`config.mk`:
```
export PLATFORM = sky130hd
export DESIGN_NAME = pc_gen
export DESIGN_NICKNAME = d
export VERILOG_FILES = /design/src/rtl/pc_gen.sv
export SDC_FILE = /design/constraint.sdc
export NUM_CORES = 1
export LEC_CHECK = 0
export CORE_MARGIN = 2
export CORE_UTILIZATION = 30
export CTS_BUF_LIST = sky130_fd_sc_hd__clkbuf_2
export CTS_CLUSTER_DIAMETER = 200
export DETAILED_ROUTE_END_ITERATION = 10
export GPL_TIMING_DRIVEN = 0
export PLACE_DENSITY = 0.57
export SYNTH_ARGS = -nofsm -noshare
export SYNTH_HDL_FRONTEND = slang
export SYNTH_SLANG_ARGS = --single-unit
export TNS_END_PERCENT = 30
```
`constraint.sdc`:
```
create_clock -name CLK -period 2.51 [get_ports CLK]
set_clock_uncertainty 0.05 [all_clocks]
set_input_delay 0.502 -clock CLK [delete_from_list [all_inputs] [get_ports CLK]]
set_output_delay 0.502 -clock CLK [all_outputs]
set_load 0.05 [all_outputs]
```
`src/rtl/pc_gen.sv`:
```
// pc_gen: program counter with exception/redirect/stall priority and an optional
// circular return-address stack compiled in by defining PC_GEN_RAS_EN.
module pc_gen #(
    parameter int           N            = 32,
    parameter logic [N-1:0] RESET_VECTOR = '0,
    parameter logic [N-1:0] EXC_VECTOR   = N'(32'h0000_0080),
    parameter int           INC          = 4,
    parameter int           RAS_DEPTH    = 4
) (
    input  logic         CLK,
    input  logic         RST,
    input  logic         n_EN,
    input  logic         exc_valid,
    input  logic         redirect_valid,
    input  logic [N-1:0] redirect_target,
    input  logic         call_push,
    input  logic         ret_pop,
    output logic [N-1:0] pc,
    output logic [N-1:0] pc_plus4,
    output logic         ras_empty,
    output logic         ras_full,
    output logic         ras_miss
);
    logic [N-1:0] pc_q, pc_d;
    logic         ret_hit;
    logic [N-1:0] ret_pc;

    assign pc       = pc_q;
    assign pc_plus4 = pc_q + N'(INC);

    always_comb begin
        pc_d = exc_valid      ? EXC_VECTOR :
               redirect_valid ? redirect_target :
               n_EN           ? pc_q :
               ret_hit        ? ret_pc : pc_plus4;
    end

    always_ff @(posedge CLK or negedge RST) begin
        if (!RST) pc_q <= RESET_VECTOR;
        else      pc_q <= pc_d;
    end

`ifdef PC_GEN_RAS_EN
    localparam int AW = $clog2(RAS_DEPTH);
    localparam int CW = AW + 1;
    logic [N-1:0]  stack_q [RAS_DEPTH];
    logic [N-1:0]  stack_d [RAS_DEPTH];
    logic [AW-1:0] top_q, top_d;
    logic [CW-1:0] cnt_q, cnt_d;
    logic          miss_q, miss_d;
    logic          adv, do_push, do_pop;

    assign ras_empty = cnt_q == '0;
    assign ras_full  = cnt_q == CW'(RAS_DEPTH);
    assign ras_miss  = miss_q;
    assign ret_pc    = stack_q[top_q];

    // top_q points at the newest entry; a full push wraps onto the oldest slot
    always_comb begin
        adv      = !n_EN && !exc_valid && !redirect_valid;
        do_push  = adv && call_push;
        do_pop   = adv && ret_pop;
        ret_hit  = do_pop && !ras_empty;
        miss_d   = do_pop && ras_empty;
        stack_d  = stack_q;
        top_d    = top_q;
        cnt_d    = cnt_q;
        if (exc_valid) begin
            cnt_d = '0;
        end else if (do_push && ret_hit) begin
            stack_d[top_q] = pc_plus4;
        end else if (do_push) begin
            top_d          = top_q + AW'(1);
            stack_d[top_d] = pc_plus4;
            cnt_d          = ras_full ? cnt_q : cnt_q + CW'(1);
        end else if (ret_hit) begin
            top_d = top_q - AW'(1);
            cnt_d = cnt_q - CW'(1);
        end
    end

    always_ff @(posedge CLK or negedge RST) begin
        if (!RST) begin
            top_q  <= '0;
            cnt_q  <= '0;
            miss_q <= 1'b0;
        end else begin
            top_q  <= top_d;
            cnt_q  <= cnt_d;
            miss_q <= miss_d;
        end
    end

    always_ff @(posedge CLK) stack_q <= stack_d;
`else
    logic unused_ras;
    assign unused_ras = ^{call_push, ret_pop};
    assign ret_hit    = 1'b0;
    assign ret_pc     = '0;
    assign ras_empty  = 1'b1;
    assign ras_full   = 1'b0;
    assign ras_miss   = 1'b0;
`endif
endmodule

```
==> results by group, run 1 <==
Yosys
  • Post-Synth XOR/XNOR Area: 0.1281
  • Top cell type by total area after synthesis: dfrtp_1
  • Yosys warnings: 0
  • Area of the mapped netlist: 2530 sq um
  • Top FF cell, synth: dfrtp_1
  • Register area share after synthesis: 0.3165
  • EDFF count, synth: 0
  • Compound-Gate Fraction of Synth Area: 0.1489
  • Main combinational cell family by area after synthesis: simple AND/OR/NAND/NOR gates
  • Mux cell area share after synthesis: 0.01632
  • Synth top area share: 0.3165
  • Adder-cell share of the synthesized area: 0.004946
  • Synth Area in Simple Gates: 0.2908
  • FFs w/ async S/R, synth: 1.000
  • Synth Instances: 299
  • Area contributors post-synth: dfrtp_1 32%, xnor2_1 7.6%, xor2_1 5.2%
  • Synth unique cells: 50
  • FF+latch count, synth: 32
  • Avg Inst Size Synth: 8.461 sq um

Finish
  • Share of cells above drive strength 1: 0.4406
  • Final nets: 502
  • Area growth syn-to-layout: 93.18%
  • Final std cells w/o fill: 568
  • Antenna Cells: 0
  • Finished Cell Area: 4887 sq um
  • Max reg flops: 32

Route
  • Final wirelength: 10180 microns
  • DRT iter0 DRCs: 144
  • Via count: 3005
  • Vias per inst: 5.290
  • WL/cell: 17.92 microns
  • DRC viols: 0
  • Antenna-violating nets left: 0
  • TritonRoute pass-1 iters: 4

Floorplan
  • Total die area: 9183 sq um
  • CORE AREA: 8175 sq um
  • Site Rows: 33
  • Die width: 95.83 microns
  • Vert. Die Dim: 95.83 microns
  • Initial Util: 0.3095
  • IO Count: 106

Pwr
  • Leakage: 0.002062 uW
  • PwrDens: 342.0 nW/um^2
  • Peak VDD IR: 0.2024 mV
  • Pwr Total: 1672 uW

Setup path
  • CP Class: flip-flop to output pin
  • CP Max Fanout: 4
  • Critical register-to-register path startpoint: pc[8]
  • Critical Path Start: pc[15]
  • Worst Path Required: 1.96 ns
  • Critical Path End Type: output pin
  • CP startpoint kind: flip-flop
  • WP data arrival: 2.31 ns

Timing
  • Final Critical Period: 2.864 ns
  • Final Max Slew Viols: 0
  • Setup violations, final: 22
  • Worst Tran Pin Value: 0.8106 ns
  • Slew margin rel.: 0.4596
  • Fin. Hold Viols: 0
  • Worst setup margin: -0.3539 ns
  • RSZ-0062 raised after global routing: true
  • F_max: 0.3492 GHz
  • Tcrit/Tclk final: 1.141

Status
  • Failing checks: setup timing
  • Status: finished, violations left

Job
  • Maxcap violations: 0

Global routing
  • Largest net degree at the start of global routing: 33
  • Global-route wire length before repair: 15490 microns
  • GR Overflow Total: 0
  • Number of global-route vias before repair: 2901
  • GRT Overall Usage: 0.2257
  • Initial antenna violation count: 0

Placed design
  • GPL Wtd Cong: 0.8320
  • Area after DPL: 4202 sq um
  • Dpl hpwl: 6838 microns
  • # placed instances: 503
  • Pre-CTS setup slack: -0.9097 ns
  • # port buffers: 98

CTS
  • H-tree Lvls: 2
  • Num CTS Buffers: 5
  • Buffer depth of the longest clock path: 2
  • Clk slew on worst S/H paths: 0.23 ns
  • Worst-Skew Late Latency: 0.42 ns
  • CTS tree: yes
  • Root buffer cell: clkbuf_2
  • Sink Count: 32
  • Cts hold-fix bufs: 0

Min path
  • Min-delay worst type: input port to async pin
[per-stage QoR]
stage,TNS [ns],hold WS [ns],util
after floorplan,-1.335,0.1564,-
after global placement,-18.38,0.4888,0.5145
after global routing,-6.165,0.1238,0.5978
final,-3.693,0.07952,0.5978
after detailed placement,-16.48,0.5101,0.5139
after CTS,-4.899,0.1053,0.5788
[report_power, final]
part / internal [uW] / leakage, uW / switching [uW]
Sequential: 555 / 0.000376 / 54.6
Combinational: 317 / 0.00166 / 471
Clock: 62.4 / 0.0000302 / 212
[worst max-delay path, stage by stage (launching register included)]
cell and delay (ns):
dfrtp_2 0.47, nand4_4 0.10, or4_4 0.60, buf_6 0.15, nor3_4 0.25, xor2_4 0.16
buf_6 0.17
[layout make-up]
cell class                 count  area, sq um
tap                          105        131.4
clock buffer                   5        25.02
timing repair buffer         160         1519
inverter                      12        48.80
clock inverter                 3        13.76
buffer                        24        186.4
multi-input combinational    227         2127
sequential                    32        835.8
fill                         721         3288
[layout by cell type, fill, tap and decap left out, drive strengths merged, types with 2 or more instances in the layout]
cell type	instances
conb	3
nor4	12
a211oi	7
clkinv	3
mux2i	3
nor3	8
nand2	23
inv	11
a21oi	10
or3	10
nand4	13
dfrtp	32
clkbuf	15
o21ai	9
dlygate4sd2	2
o221ai	2
and4	3
nand3	10
xnor2	22
clkdlybuf4s50	67
or4	8
a2111oi	3
xor2	15
nor2	30
o31a	3
a311oi	13
and3	5
and2	2
o31ai	3
buf	103
[logic make-up after synthesis]
logic type                 count (synthesis)
adders and majority gates                  1
other                                      2
xor gates and xnor gates                  37
DFF                                       32
muxes                                      4
AOI/OAI and AO/OA                         53
and+or+nand+nor                          128
buffers and inverters                     42
[cells in the mapped netlist (3+ instances only)]
cell type	instances
xor2_1	15
xnor2_1	22
nor2_1	30
a211oi_1	7
o31ai_1	3
clkbuf_1	9
a21oi_1	10
buf_4	8
nor4_1	9
nand4_1	10
nor3_1	8
o31a_1	3
buf_6	4
and3_1	5
inv_1	11
or3_1	8
nand2_1	23
nand3_1	9
and4_1	3
a2111oi_0	3
dfrtp_1	32
or4_1	6
a311oi_1	13
mux2i_1	3
o21ai_0	9
buf_2	6
[repair_timing]
| action | 4_1_cts | 5_1_grt |
|---|---|---|
| resized for setup | 195 | 31 |
| buffers inserted | 48 | 14 |
| pin swaps | 13 | 17 |
| cloned | 1 | 0 |
| setup endpoints to repair | 29 | 27 |
[layer usage]
layer / GRT usage / wire length, microns
met3: 0.04464 / 587
met2: 0.3974 / 5153
met5: 0 / 0
met4: 0.04881 / 113
met1: 0.2860 / 4325
[worst paths after layout]
path	to	slack, ns	cells past startpoint
worst max-delay path	pc_plus4[24]	-0.35	6
worst min-delay path	pc[30]	0.08	1
worst max register to register	pc[26]	0.15	5
worst min register to register	pc[0]	0.54	2
max in group asynchronous	pc[14]	1.72	1
min in group CLK	pc[27]	0.19	2
Note: power is estimated with default switching activity, not from simulation.
==> run 2, diff against run 1 <==
--- a/config.mk
+++ b/config.mk
@@ -9,6 +9,7 @@
 export CORE_UTILIZATION = 30
 export CTS_BUF_LIST = sky130_fd_sc_hd__clkbuf_2
 export CTS_CLUSTER_DIAMETER = 200
+export CTS_CLUSTER_SIZE = 8
 export DETAILED_ROUTE_END_ITERATION = 10
 export GPL_TIMING_DRIVEN = 0
 export PLACE_DENSITY = 0.57
==> results of run 2 <==
The final DEF is identical to that of run 1; final timing and power are the same.
